===== config.mk =====
export PLATFORM = sky130hd
export DESIGN_NAME = reg_dump_ctrl
export DESIGN_NICKNAME = d
export VERILOG_FILES = /design/src/rtl/reg_dump_ctrl.sv
export SDC_FILE = /design/constraint.sdc
export NUM_CORES = 1
export LEC_CHECK = 0
export BUFFER_PORTS_ARGS = -buffer_cell sky130_fd_sc_hd__buf_4
export CORE_MARGIN = 8
export CORE_UTILIZATION = 42
export DETAILED_ROUTE_END_ITERATION = 12
export PLACE_DENSITY_LB_ADDON = 0.3
export SYNTH_ARGS = -nofsm -noshare
export SYNTH_HDL_FRONTEND = slang
export SYNTH_SLANG_ARGS = --single-unit
export TNS_END_PERCENT = 30

===== constraint.sdc =====
create_clock -name i_clock -period 5.3 [get_ports i_clock]
set_clock_uncertainty 0.2 [all_clocks]
set_input_delay 0 -clock i_clock [delete_from_list [all_inputs] [get_ports i_clock]]
set_output_delay 0 -clock i_clock [all_outputs]
set_load 0.01 [all_outputs]

===== src/rtl/reg_dump_ctrl.sv =====
// Register-bank dump controller: walks registers 0..NUM_REGS-1, reads each word
// and streams it MSB-first as bytes over a valid/ready transmit handshake.
module reg_dump_ctrl #(
    parameter int unsigned DATA_WIDTH = 32,
    parameter int unsigned NUM_REGS   = 32
) (
    input  logic                  i_clock,
    input  logic                  i_reset,
    input  logic                  i_start,
    input  logic                  i_abort,
    output logic [4:0]            o_reg_addr,
    input  logic [DATA_WIDTH-1:0] i_reg_data,
    output logic [7:0]            o_tx_data,
    output logic                  o_tx_valid,
    input  logic                  i_tx_ready,
    output logic                  o_busy,
    output logic                  o_done
);

    localparam int unsigned NUM_BYTES = DATA_WIDTH / 8;
    localparam int unsigned BC_W      = (NUM_BYTES > 1) ? $clog2(NUM_BYTES) : 1;
    localparam int unsigned IDX_W     = 5;
    localparam int unsigned SH_W      = BC_W + 3;

    localparam logic [BC_W-1:0]  LAST_BYTE = BC_W'(NUM_BYTES - 1);
    localparam logic [IDX_W-1:0] LAST_IDX  = IDX_W'(NUM_REGS - 1);

    localparam logic [1:0] S_IDLE = 2'd0;
    localparam logic [1:0] S_READ = 2'd1;
    localparam logic [1:0] S_SEND = 2'd2;
    localparam logic [1:0] S_DONE = 2'd3;

    logic [1:0]            state_q,    state_d;
    logic [IDX_W-1:0]      index_q,    index_d;
    logic [BC_W-1:0]       byte_cnt_q, byte_cnt_d;
    logic [DATA_WIDTH-1:0] word_q,     word_d;
    logic [IDX_W-1:0]      reg_addr_q, reg_addr_d;
    logic [7:0]            tx_data_q,  tx_data_d;
    logic                  tx_valid_q, tx_valid_d;
    logic                  busy_q,     busy_d;
    logic                  done_q,     done_d;

    logic                  xfer;
    logic [BC_W-1:0]       sel_byte;
    logic [SH_W-1:0]       shift_amt;
    logic [DATA_WIDTH-1:0] word_shifted;

    always_ff @(posedge i_clock or negedge i_reset) begin
        if (!i_reset) begin
            state_q    <= S_IDLE;
            index_q    <= '0;
            byte_cnt_q <= '0;
            word_q     <= '0;
            reg_addr_q <= '0;
            tx_data_q  <= '0;
            tx_valid_q <= 1'b0;
            busy_q     <= 1'b0;
            done_q     <= 1'b0;
        end else begin
            state_q    <= state_d;
            index_q    <= index_d;
            byte_cnt_q <= byte_cnt_d;
            word_q     <= word_d;
            reg_addr_q <= reg_addr_d;
            tx_data_q  <= tx_data_d;
            tx_valid_q <= tx_valid_d;
            busy_q     <= busy_d;
            done_q     <= done_d;
        end
    end

    // Next state; outputs are then registered from the next-state values so they
    // line up with the state without any path from i_tx_ready to o_tx_valid.
    always_comb begin
        state_d      = state_q;
        index_d      = index_q;
        byte_cnt_d   = byte_cnt_q;
        word_d       = word_q;
        xfer         = tx_valid_q & i_tx_ready;

        case (state_q)
            S_IDLE: begin
                if (i_start) begin
                    index_d = '0;
                    state_d = S_READ;
                end
            end
            S_READ: begin
                if (i_abort) begin
                    state_d = S_IDLE;
                end else begin
                    word_d     = i_reg_data;
                    byte_cnt_d = '0;
                    state_d    = S_SEND;
                end
            end
            S_SEND: begin
                if (i_abort) begin
                    state_d = S_IDLE;
                end else if (xfer) begin
                    if (byte_cnt_q != LAST_BYTE) begin
                        byte_cnt_d = byte_cnt_q + BC_W'(1);
                    end else if (index_q != LAST_IDX) begin
                        index_d = index_q + IDX_W'(1);
                        state_d = S_READ;
                    end else begin
                        state_d = S_DONE;
                    end
                end
            end
            S_DONE:  state_d = S_IDLE;
            default: state_d = S_IDLE;
        endcase

        if (state_d == S_IDLE) begin
            index_d    = '0;
            byte_cnt_d = '0;
        end

        sel_byte     = LAST_BYTE - byte_cnt_d;
        shift_amt    = {sel_byte, 3'b000};
        word_shifted = word_d >> shift_amt;

        busy_d     = (state_d != S_IDLE);
        done_d     = (state_d == S_DONE);
        tx_valid_d = (state_d == S_SEND);
        tx_data_d  = (state_d == S_SEND) ? word_shifted[7:0] : 8'h00;
        reg_addr_d = (state_d == S_IDLE) ? '0 : index_d;
    end

    assign o_reg_addr = reg_addr_q;
    assign o_tx_data  = tx_data_q;
    assign o_tx_valid = tx_valid_q;
    assign o_busy     = busy_q;
    assign o_done     = done_q;

endmodule


==> impl_metrics.csv, run 1 <==
group,metric,value,unit
critical_path,max_stage_delay,0.82,ns
job,max_cap_viol_count,0,
min_path,hold_class,"input pin to flip-flop",
detailed_routing,drtIter0Drc,134,
cells_and_area,nFillCells,480,
synth,syn_nets,255,
global_route,overflow,0,
critical_path,crit_slowest_cell,"nor2_1",
cts,cts.path.max_buffers,2,
synth,synth_seq_area_share,51.51,%
detailed_routing,firstDrtPassIters,4,
critical_path,arrival,2.69,ns
sta,fin_tns_setup,0,ns
cts,cts_sinks,52,
critical_path,crit_path_frequent_cell,"nor3_1",
placed_design,dpl.cell_count,330,
synth,ys_ff_latch,52,
global_route,use_met1,17.92,%
pwr,design_power_total,1.331,mW
synth,synth_warnings,0,
cells_and_area,drive_gt1_share,35.81,%
cells_and_area,fin_area,3333,um^2
floorplanning,die_w,93.56,um
sta,tightest_slew,1.060,ns
cts,worst_skew_pair.late_latency,0.30,ns
cells_and_area,multi_input_area,1104,um^2
critical_path,criticalPathCategory,"flip-flop to flip-flop",
detailed_routing,drc,0,
critical_path,worstPathRequired,5.34,ns
floorplanning,io_pins,53,
cells_and_area,area_growth,31.95,%
detailed_routing,via_per_inst,5.181,
cts,clkSlewWorstSetupHoldPaths,0.09,ns
global_route,grt_pass1_wl,9936,um
pwr,p_per_area,399.4,nW/um^2
detailed_routing,wl_per_cell,15.76,um
cells_and_area,final_nets,337,
detailed_routing,wirelength,5847,um
sta,period_share,50.00,%
sta,max-slew-margin-rel,29.06,%
placed_design,place_congestion,0.8084,
critical_path,crit_family,"simple AND/OR/NAND/NOR gates",
status,outcome,"complete, no violations",
detailed_routing,vias,1922,
global_route,grt_use_met2,22.50,%
pwr,p_leak,1.524,nW
cts,cts_tree,"done",
detailed_routing,detail-route-antenna-nets,0,
cts,cts_buffers,5,
cells_and_area,stdcell_count,371,
critical_path,start_kind,"flip-flop",
cts,cts_resized,0,
placed_design,placed_area,2912,um^2
critical_path,critPathMaxFanout,16,
sta,max_freq,377.4,MHz
cells_and_area,final_core_util,56.97,%
floorplanning,fp-row-count,28,
synth,synthCells,214,
placed_design,hpwl,3871,um
synth,syn_area_per_cell,11.80,um^2
global_route,grt_antenna_before_repair,0,
global_route,grt-busiest-layer,"met2",
global_route,grt_max_degree,53,
sta,hold_viol,0,
synth,ys_types,36,
critical_path,path_cells,"inv_1, ha_1, nand3_1, nor2_1, nor3_1, nor3_1, o21ba_2",
cts,clockRootBuffer,"clkbuf_8",
placed_design,io_buffers,52,
floorplanning,start_util,43.18,%
global_route,track_usage,14.02,%
sta,setup_violations,0,
global_route,grt_pass1_vias,2063,
cells_and_area,register_area,1301,um^2
pwr,vdd_drop_max,0.2578,mV
cells_and_area,n_antenna_cell,0,
sta,rsz0062_at_grt,"no",
floorplanning,dieArea,8753,um^2
critical_path,critPathBufInv,1,
cts,cts_max_level,2,
sta,finalCriticalPeriod,2.650,ns
sta,drv_slew,0,
floorplanning,die_h,93.56,um
global_route,met3_usage,4.087,%
synth,synth_area,2526,um^2
cells_and_area,layout_common_cells,"dfrtp_1, buf_4, nor3_1, dlygate4sd3_1, mux2_2",
critical_path,crit_path_end_kind,"flip-flop",
floorplanning,core_area,5851,um^2
[state kept, by name (all words and copies together), names as in the netlist]
register and count:
word_q 32, o_tx_data 8, index_q 5, byte_cnt_q 2, state_q 2, o_busy 1, o_done 1, o_tx_valid 1
[metal layers]
metal | vias to the layer above | part of all wire [%]
li1 | 934 | -
met4 | 0 | 0.67
met1 | 926 | 45
met3 | 4 | 6.0
met2 | 58 | 49
met5 | - | 0
[timing repair]
item | 4_1_cts | 5_1_grt
hold buffers | 34 | 0
hold endpoints to repair | 86 | 0
buffers inserted | 0 | 0
[metrics by stage]
stage,worst slack [ns],hold slack [ns]
CTS,2.649,0.04138
finish,2.650,0.05152
global route,2.443,0.08190
floorplan,3.119,-0.4956
global placement,2.679,-0.1277
detailed placement,2.667,-0.1249
[worst min-delay path, stage by stage]
cell and delay [ns]:
buf_4 0.13, and2b_2 0.21, o32ai_1 0.09, inv_1 0.09
[area by class of cell]
type,instances,share of cell area [%]
multi-input combinational,145,33.11
clock inverter,2,0.3754
clock buffer,5,2.065
tap,75,2.815
inverter,6,0.6757
timing repair buffer,86,21.92
sequential,52,39.04
[power breakdown]
| group | internal, mW | total (mW) | leakage, nW | switching [mW] |
|---|---|---|---|---|
| logic | 0.280 | 0.533 | 0.832 | 0.254 |
| registers | 0.542 | 0.583 | 0.652 | 0.0410 |
| clock network | 0.0897 | 0.215 | 0.0400 | 0.125 |
| total | 0.912 | 1.33 | 1.52 | 0.420 |
[kinds of logic after synthesis]
kind of cell,after synthesis,synth area share (%)
adder cells (fa/ha/maj),4,1.981
flip-flops,52,51.51
XOR/XNOR,1,0.3468
AND/OR/NAND/NOR,65,13.72
AO/OA/AOI/OAI,41,11.49
multiplexers,34,16.05
buffers and inverters,17,4.903
[path summary, 6_finish.rpt]
kind,from,to,slack (ns),cells after the start
min,i_abort,state_q[0]$_DFF_PN0_,0.05,4
min reg2reg,word_q[4]$_DFF_PN0_,word_q[4]$_DFF_PN0_,0.31,1
max in group asynchronous,i_reset,word_q[16]$_DFF_PN0_,4.39,2
min in group asynchronous,i_reset,word_q[29]$_DFF_PN0_,0.07,2
max,state_q[0]$_DFF_PN0_,o_tx_data[1]$_DFF_PN0_,2.65,7
max reg2reg,state_q[0]$_DFF_PN0_,o_tx_data[1]$_DFF_PN0_,2.65,7
[Yosys cell counts, drive strengths merged]
| library cell | n | area share [%] |
|---|---|---|
| and3 | 3 | 0.74 |
| xnor2 | 1 | 0.35 |
| and2 | 3 | 0.74 |
| inv | 6 | 0.89 |
| mux2 | 34 | 16 |
| nor3 | 35 | 6.9 |
| nand3 | 3 | 0.59 |
| nor2 | 6 | 0.89 |
| dfrtp | 52 | 52 |
| nand2b | 1 | 0.25 |
| clkbuf | 3 | 1.2 |
| or2 | 1 | 0.25 |
| o21ba | 8 | 3.2 |
| and2b | 2 | 0.69 |
| buf | 8 | 2.8 |
| o32ai | 1 | 0.35 |
| nand4 | 4 | 0.99 |
| nand2 | 3 | 0.45 |
| nor4bb | 1 | 0.40 |
| o221ai | 1 | 1.0 |
| a21oi | 22 | 4.4 |
| nand3b | 1 | 0.30 |
| o21a | 1 | 0.30 |
| a22oi | 2 | 0.59 |
| a21bo | 1 | 0.40 |
| a31oi | 3 | 0.74 |
| ha | 4 | 2.0 |
| o21ai | 2 | 0.54 |
| or3 | 2 | 0.50 |
(Power assumes the default switching activity.)
==> run 2: changes to the inputs <==
Settings changed: ABC_AREA set to 1.
Clock period 5.3 ns to 2.2 ns, I/O delays scaled along.
==> impl_metrics.csv, run 2 <==
group,metric,value,unit
status,outcome,"complete, no violations",
synth,synth_commonest_cells,"inv_1, nand2_1, dfrtp_1",
detailed_routing,wl_per_cell,13.33,um
sta,max_freq,465.5,MHz
critical_path,critPathBufInv,3,
pwr,vdd_drop_max,0.6324,mV
global_route,overflow,0,
cells_and_area,largest_reg_flops,32,
critical_path,crit_family,"simple AND/OR/NAND/NOR gates",
critical_path,arrival,2.17,ns
detailed_routing,firstDrtPassIters,4,
sta,finalCriticalPeriod,2.148,ns
floorplanning,io_pins,53,
cts,clkSlewWorstSetupHoldPaths,0.09,ns
synth,ys_types,27,
global_route,grt_max_degree,53,
detailed_routing,vias,2395,
cells_and_area,final_nets,471,
floorplanning,die_h,95.60,um
floorplanning,dieArea,9139,um^2
pwr,p_leak,1.972,nW
floorplanning,core_area,6241,um^2
synth,yosysMostFrequentCell,"inv_1",
job,max_cap_viol_count,0,
global_route,track_usage,14.67,%
critical_path,crit_path_end_kind,"flip-flop",
sta,max-slew-margin-rel,56.45,%
cells_and_area,final_common_cell,"inv_1",
cells_and_area,nFillCells,574,
critical_path,crit_slowest_cell,"dfrtp_1",
global_route,grt_pass1_wl,10590,um
min_path,hold_class,"input pin to asynchronous set/reset pin",
synth,synth_warnings,0,
critical_path,crit_path_frequent_cell,"inv_2",
sta,drv_slew,0,
cells_and_area,area_growth,41.66,%
critical_path,start_kind,"flip-flop",
cts,cts.path.max_buffers,2,
placed_design,hpwl,4548,um
critical_path,rrSetupSlack,0.05,ns
placed_design,io_buffers,52,
synth,synth_seq_area_share,48.90,%
synth,syn_nets,376,
detailed_routing,drtIter0Drc,95,
placed_design,place_congestion,0.8834,
sta,period_share,97.64,%
synth,synthArstFlopShare,100.0,%
cts,clockRootBuffer,"clkbuf_8",
cells_and_area,drive_gt1_share,28.31,%
critical_path,max_stage_delay,0.42,ns
sta,hold_viol,0,
synth,synth_top_area_share,48.90,%
cts,cts_sinks,52,
cells_and_area,final_core_util,60.41,%
synth,ys_ff_latch,52,
cells_and_area,layout_common_cells,"inv_1, buf_4, nand2_1, dfrtp_1, dlygate4sd3_1",
global_route,grt_pass1_vias,2258,
global_route,grt_antenna_before_repair,0,
floorplanning,fp-row-count,29,
pwr,p_per_area,1068,nW/um^2
floorplanning,start_util,42.64,%
cts,worst_skew_pair.late_latency,0.30,ns
pwr,design_power_total,4.027,mW
sta,setup_violations,0,
cells_and_area,regMostFlops,"word_q",
detailed_routing,via_per_inst,4.715,
sta,tightest_slew,0.6532,ns
detailed_routing,drc,0,
critical_path,criticalPathCategory,"flip-flop to flip-flop",
sta,whs,0.07552,ns
synth,synth_area_leader_cell,"dfrtp_1",
synth,ys_top_cells_by_area,"dfrtp_1, inv_1, nand2_1",
detailed_routing,wirelength,6773,um
cts,cts_buffers,5,
critical_path,path_cells,"inv_2, ha_4, inv_2, nor2_4, o21ai_1, nand2_1, nand2_2, nand3_4, nand2_4, inv_4, nand3_2, a21oi_2",
cts,cts_tree,"done",
critical_path,worstPathRequired,2.22,ns
synth,synthCells,335,
synth,syn_area_per_cell,7.944,um^2
synth,synth_edf_count,0,
synth,synth_area,2661,um^2
cts,cts_max_level,2,
floorplanning,die_w,95.60,um
detailed_routing,detail-route-antenna-nets,0,
cells_and_area,n_antenna_cell,0,
synth,ys.flop_type,"dfrtp_1",
critical_path,critPathMaxFanout,9,
## run 2: cell types whose count changed after synthesis, moves of 11 or more
| cell | change |
|---|---|
| nand2_2 | +13 |
| a21oi_1 | -13 |
| o21ai_0 | +29 |
| nand3_1 | +33 |
| o21ai_1 | +11 |
| nand2_1 | +56 |
| nor3_1 | -34 |
| mux2_2 | -28 |
| inv_1 | +74 |
## run 2: per-stage QoR
stage	instance area [um^2]	worst slack, ns	TNS [ns]	std cells
floorplan	2661	0.1334	0	335
global placement	3164	0.03421	0	460
detailed placement	3164	-0.04088	-0.1106	460
CTS	3622	0.007206	0	503
global route	3770	-0.05009	-0.2810	508
finish	3770	0.05188	0	508
## run 2: cells by family (layout without fill, tap and decap cells)
logic type,Yosys count,after routing,synth area share [%]
xor gates and xnor gates,1,1,0.3292
buffers and inverters,96,192,14.39
DFF,52,52,48.90
adders and majority gates,4,4,1.881
AOI/OAI and AO/OA,54,54,11.05
and+or+nand+nor,128,128,23.46
## run 2: power by group
part / switching [mW] / internal (mW)
Clock: 0.312 / 0.256
Combinational: 1.23 / 0.796
Sequential: 0.124 / 1.31
## run 2: final timing paths
| check | depth (start not counted) | end | start |
|---|---|---|---|
| min in group i_clock | 7 | index_q[4]$_DFF_PN0_ | i_tx_ready |
| min reg2reg | 4 | word_q[14]$_DFF_PN0_ | word_q[14]$_DFF_PN0_ |
| max reg2reg | 12 | o_tx_data[0]$_DFF_PN0_ | state_q[0]$_DFF_PN0_ |
| min | 2 | index_q[1]$_DFF_PN0_ | i_reset |
| max in group asynchronous | 2 | state_q[1]$_DFF_PN0_ | i_reset |
| max | 12 | o_tx_data[0]$_DFF_PN0_ | state_q[0]$_DFF_PN0_ |
## run 2: area by class of cell
type	instances	area [um^2]	area share, %
timing repair buffer	99	867.1	23.00
multi-input combinational	187	1086	28.81
tap	77	96.34	2.556
inverter	85	324.1	8.596
clock inverter	1	7.507	0.1991
clock buffer	7	86.33	2.290
sequential	52	1303	34.55
## run 2: worst register-to-register path, stage by stage (launching register included)
cell     delay [ns]
dfrtp_1        0.42
inv_2          0.13
ha_4           0.18
inv_2          0.07
nor2_4         0.14
o21ai_1        0.10
nand2_1        0.08
nand2_2        0.09
nand3_4        0.14
nand2_4        0.12
inv_4          0.12
nand3_2        0.10
a21oi_2        0.17
## run 2: repair_timing
| item | CTS | global route |
|---|---|---|
| setup buffers | 0 | 5 |
| setup endpoints to repair | 8 | 10 |
| pin swaps | 0 | 9 |
| hold buffers | 35 | 0 |
| gates resized for setup | 3 | 28 |
| hold endpoints to repair | 94 | 0 |
## run 2: routing by layer
metal	track usage, %	share of wire [%]	vias to the layer above
met5	0	0	-
met2	24.91	50	65
met3	3.228	6.0	4
met4	3.457	0.71	0
met1	18.50	43	1112
li1	-	-	1214
==> run 3: changes to the inputs <==
Clock period 2.2 ns to 2.6 ns, I/O delays scaled along.
==> impl_metrics.csv, run 3 (same netlist as run 2, synthesis figures left out) <==
group,metric,value,unit
status,outcome,"complete, no violations",
floorplanning,fp-row-count,29,
cts,worst_skew_pair.late_latency,0.30,ns
detailed_routing,drc,0,
sta,rsz0062_at_grt,"no",
cts,clkSlewWorstSetupHoldPaths,0.09,ns
cts,cts_tree,"done",
global_route,grt_pass1_wl,10750,um
placed_design,placed_area,3117,um^2
floorplanning,die_w,95.60,um
sta,max-slew-margin-rel,56.52,%
sta,drv_slew,0,
cells_and_area,multi_input_area,979.7,um^2
cells_and_area,register_area,1301,um^2
cells_and_area,final_nets,463,
pwr,vdd_drop_max,0.4414,mV
placed_design,io_buffers,52,
sta,tightest_slew,0.6522,ns
cells_and_area,regMostFlops,"word_q",
critical_path,worstPathRequired,2.63,ns
critical_path,reg2regPathDepth,10,
floorplanning,io_pins,53,
critical_path,worstReg2RegEnd,"o_tx_data[4]$_DFF_PN0_",
critical_path,crit_path_end_kind,"flip-flop",
global_route,grt_pass1_vias,2366,
cells_and_area,drive_gt1_share,21.99,%
pwr,p_leak,1.936,nW
floorplanning,dieArea,9139,um^2
floorplanning,core_area,6241,um^2
critical_path,critPathMaxFanout,17,
detailed_routing,detail-route-antenna-nets,0,
cells_and_area,area_growth,34.32,%
sta,setup_violations,0,
detailed_routing,firstDrtPassIters,4,
global_route,track_usage,14.66,%
placed_design,place_congestion,0.8605,
sta,hold_viol,0,
cells_and_area,layout_common_cells,"inv_1, nand2_1, buf_4, dfrtp_1, nand3_1",
detailed_routing,drtIter0Drc,117,
critical_path,start_kind,"flip-flop",
sta,period_share,93.49,%
global_route,grt_max_degree,53,
critical_path,r2r-start,"state_q[0]$_DFF_PN0_",
cells_and_area,largest_reg_flops,32,
sta,finalCriticalPeriod,2.431,ns
cts,clockRootBuffer,"clkbuf_8",
cells_and_area,n_antenna_cell,0,
detailed_routing,wl_per_cell,12.58,um
cells_and_area,fin_area,3575,um^2
cts,cts_buffers,5,
placed_design,hpwl,4489,um
min_path,hold_class,"input pin to asynchronous set/reset pin",
critical_path,arrival,2.46,ns
critical_path,rrSetupSlack,0.17,ns
cts,cts_sinks,52,
cts,cts_max_level,2,
global_route,overflow,0,
sta,max_freq,411.4,MHz
critical_path,criticalPathCategory,"flip-flop to flip-flop",
sta,fin_tns_setup,0,ns
cts,postCtsSetupRepairBufs,0,
floorplanning,die_h,95.60,um
floorplanning,start_util,42.64,%
global_route,grt_antenna_before_repair,0,
detailed_routing,vias,2330,
cells_and_area,final_common_cell,"inv_1",
job,max_cap_viol_count,0,
detailed_routing,wirelength,6288,um
detailed_routing,via_per_inst,4.660,
cts,cts.path.max_buffers,2,
pwr,p_per_area,883.5,nW/um^2
cells_and_area,nFillCells,601,
-- run 3: critical path: stages, from the launching register on --
cell and delay (ns):
dfrtp_1 0.41, inv_1 0.10, ha_1 0.24, inv_2 0.08, nor2_2 0.17, nand3_1 0.17
o22ai_4 0.35, nand2_4 0.22, nand2_1 0.13, nand3_1 0.11, a21oi_1 0.18
-- run 3: layout make-up --
class / instances / share of cell area (%)
Inverter: 85 / 8.925
Clock inverter: 2 / 0.9800
Clock buffer: 6 / 2.030
Sequential cell: 52 / 36.40
Tap cell: 77 / 2.695
Timing Repair Buffer: 91 / 21.56
Multi-Input combinational cell: 187 / 27.41
-- run 3: repair_timing --
action	CTS	global route
hold buffers	35	0
gates resized for setup	0	0
endpoints found under the hold margin	97	0
-- run 3: worst max path at each step --
stage | from | endpoint | slack [ns] | cells past startpoint
after floorplan | state_q[0]$_DFF_PN0_ | o_tx_data[6]$_DFF_PN0_ | 0.53 | 10
after global placement | state_q[0]$_DFF_PN0_ | o_tx_data[7]$_DFF_PN0_ | 0.30 | 10
after detailed placement | state_q[0]$_DFF_PN0_ | o_tx_data[4]$_DFF_PN0_ | 0.21 | 10
after CTS | state_q[0]$_DFF_PN0_ | o_tx_data[4]$_DFF_PN0_ | 0.18 | 10
after global routing | state_q[0]$_DFF_PN0_ | o_tx_data[4]$_DFF_PN0_ | 0.002 | 10
final | state_q[0]$_DFF_PN0_ | o_tx_data[4]$_DFF_PN0_ | 0.17 | 10
-- run 3: per-stage QoR --
stage / hold slack [ns] / util [%] / cells / worst slack (ns) / power (mW)
floorplan: -0.4956 / - / 335 / 0.5334 / 2.194
global placement: -0.1243 / 49.94 / 457 / 0.2976 / 2.559
detailed placement: -0.1188 / 49.94 / 457 / 0.2103 / 2.583
CTS: 0.09506 / 57.28 / 500 / 0.1775 / 3.180
global route: 0.1509 / 57.28 / 500 / 0.002033 / 3.444
finish: 0.06611 / 57.28 / 500 / 0.1692 / 3.158
-- run 3: report_power, final --
| group | switching (mW) | total, mW | leakage, nW | internal, mW |
|---|---|---|---|---|
| registers | 0.0928 | 1.20 | 0.619 | 1.11 |
| clock network | 0.267 | 0.553 | 0.0552 | 0.286 |
| logic | 0.899 | 1.40 | 1.26 | 0.506 |
| total | 1.26 | 3.16 | 1.94 | 1.90 |
-- run 3: per-layer routing --
| layer | up-vias | share of wire [%] | global-route usage [%] |
|---|---|---|---|
| met5 | - | 0 | 0 |
| met3 | 11 | 4.9 | 3.228 |
| met2 | 59 | 49 | 24.00 |
| met1 | 1062 | 45 | 18.99 |
| met4 | 0 | 1.7 | 4.097 |
| li1 | 1198 | - | - |
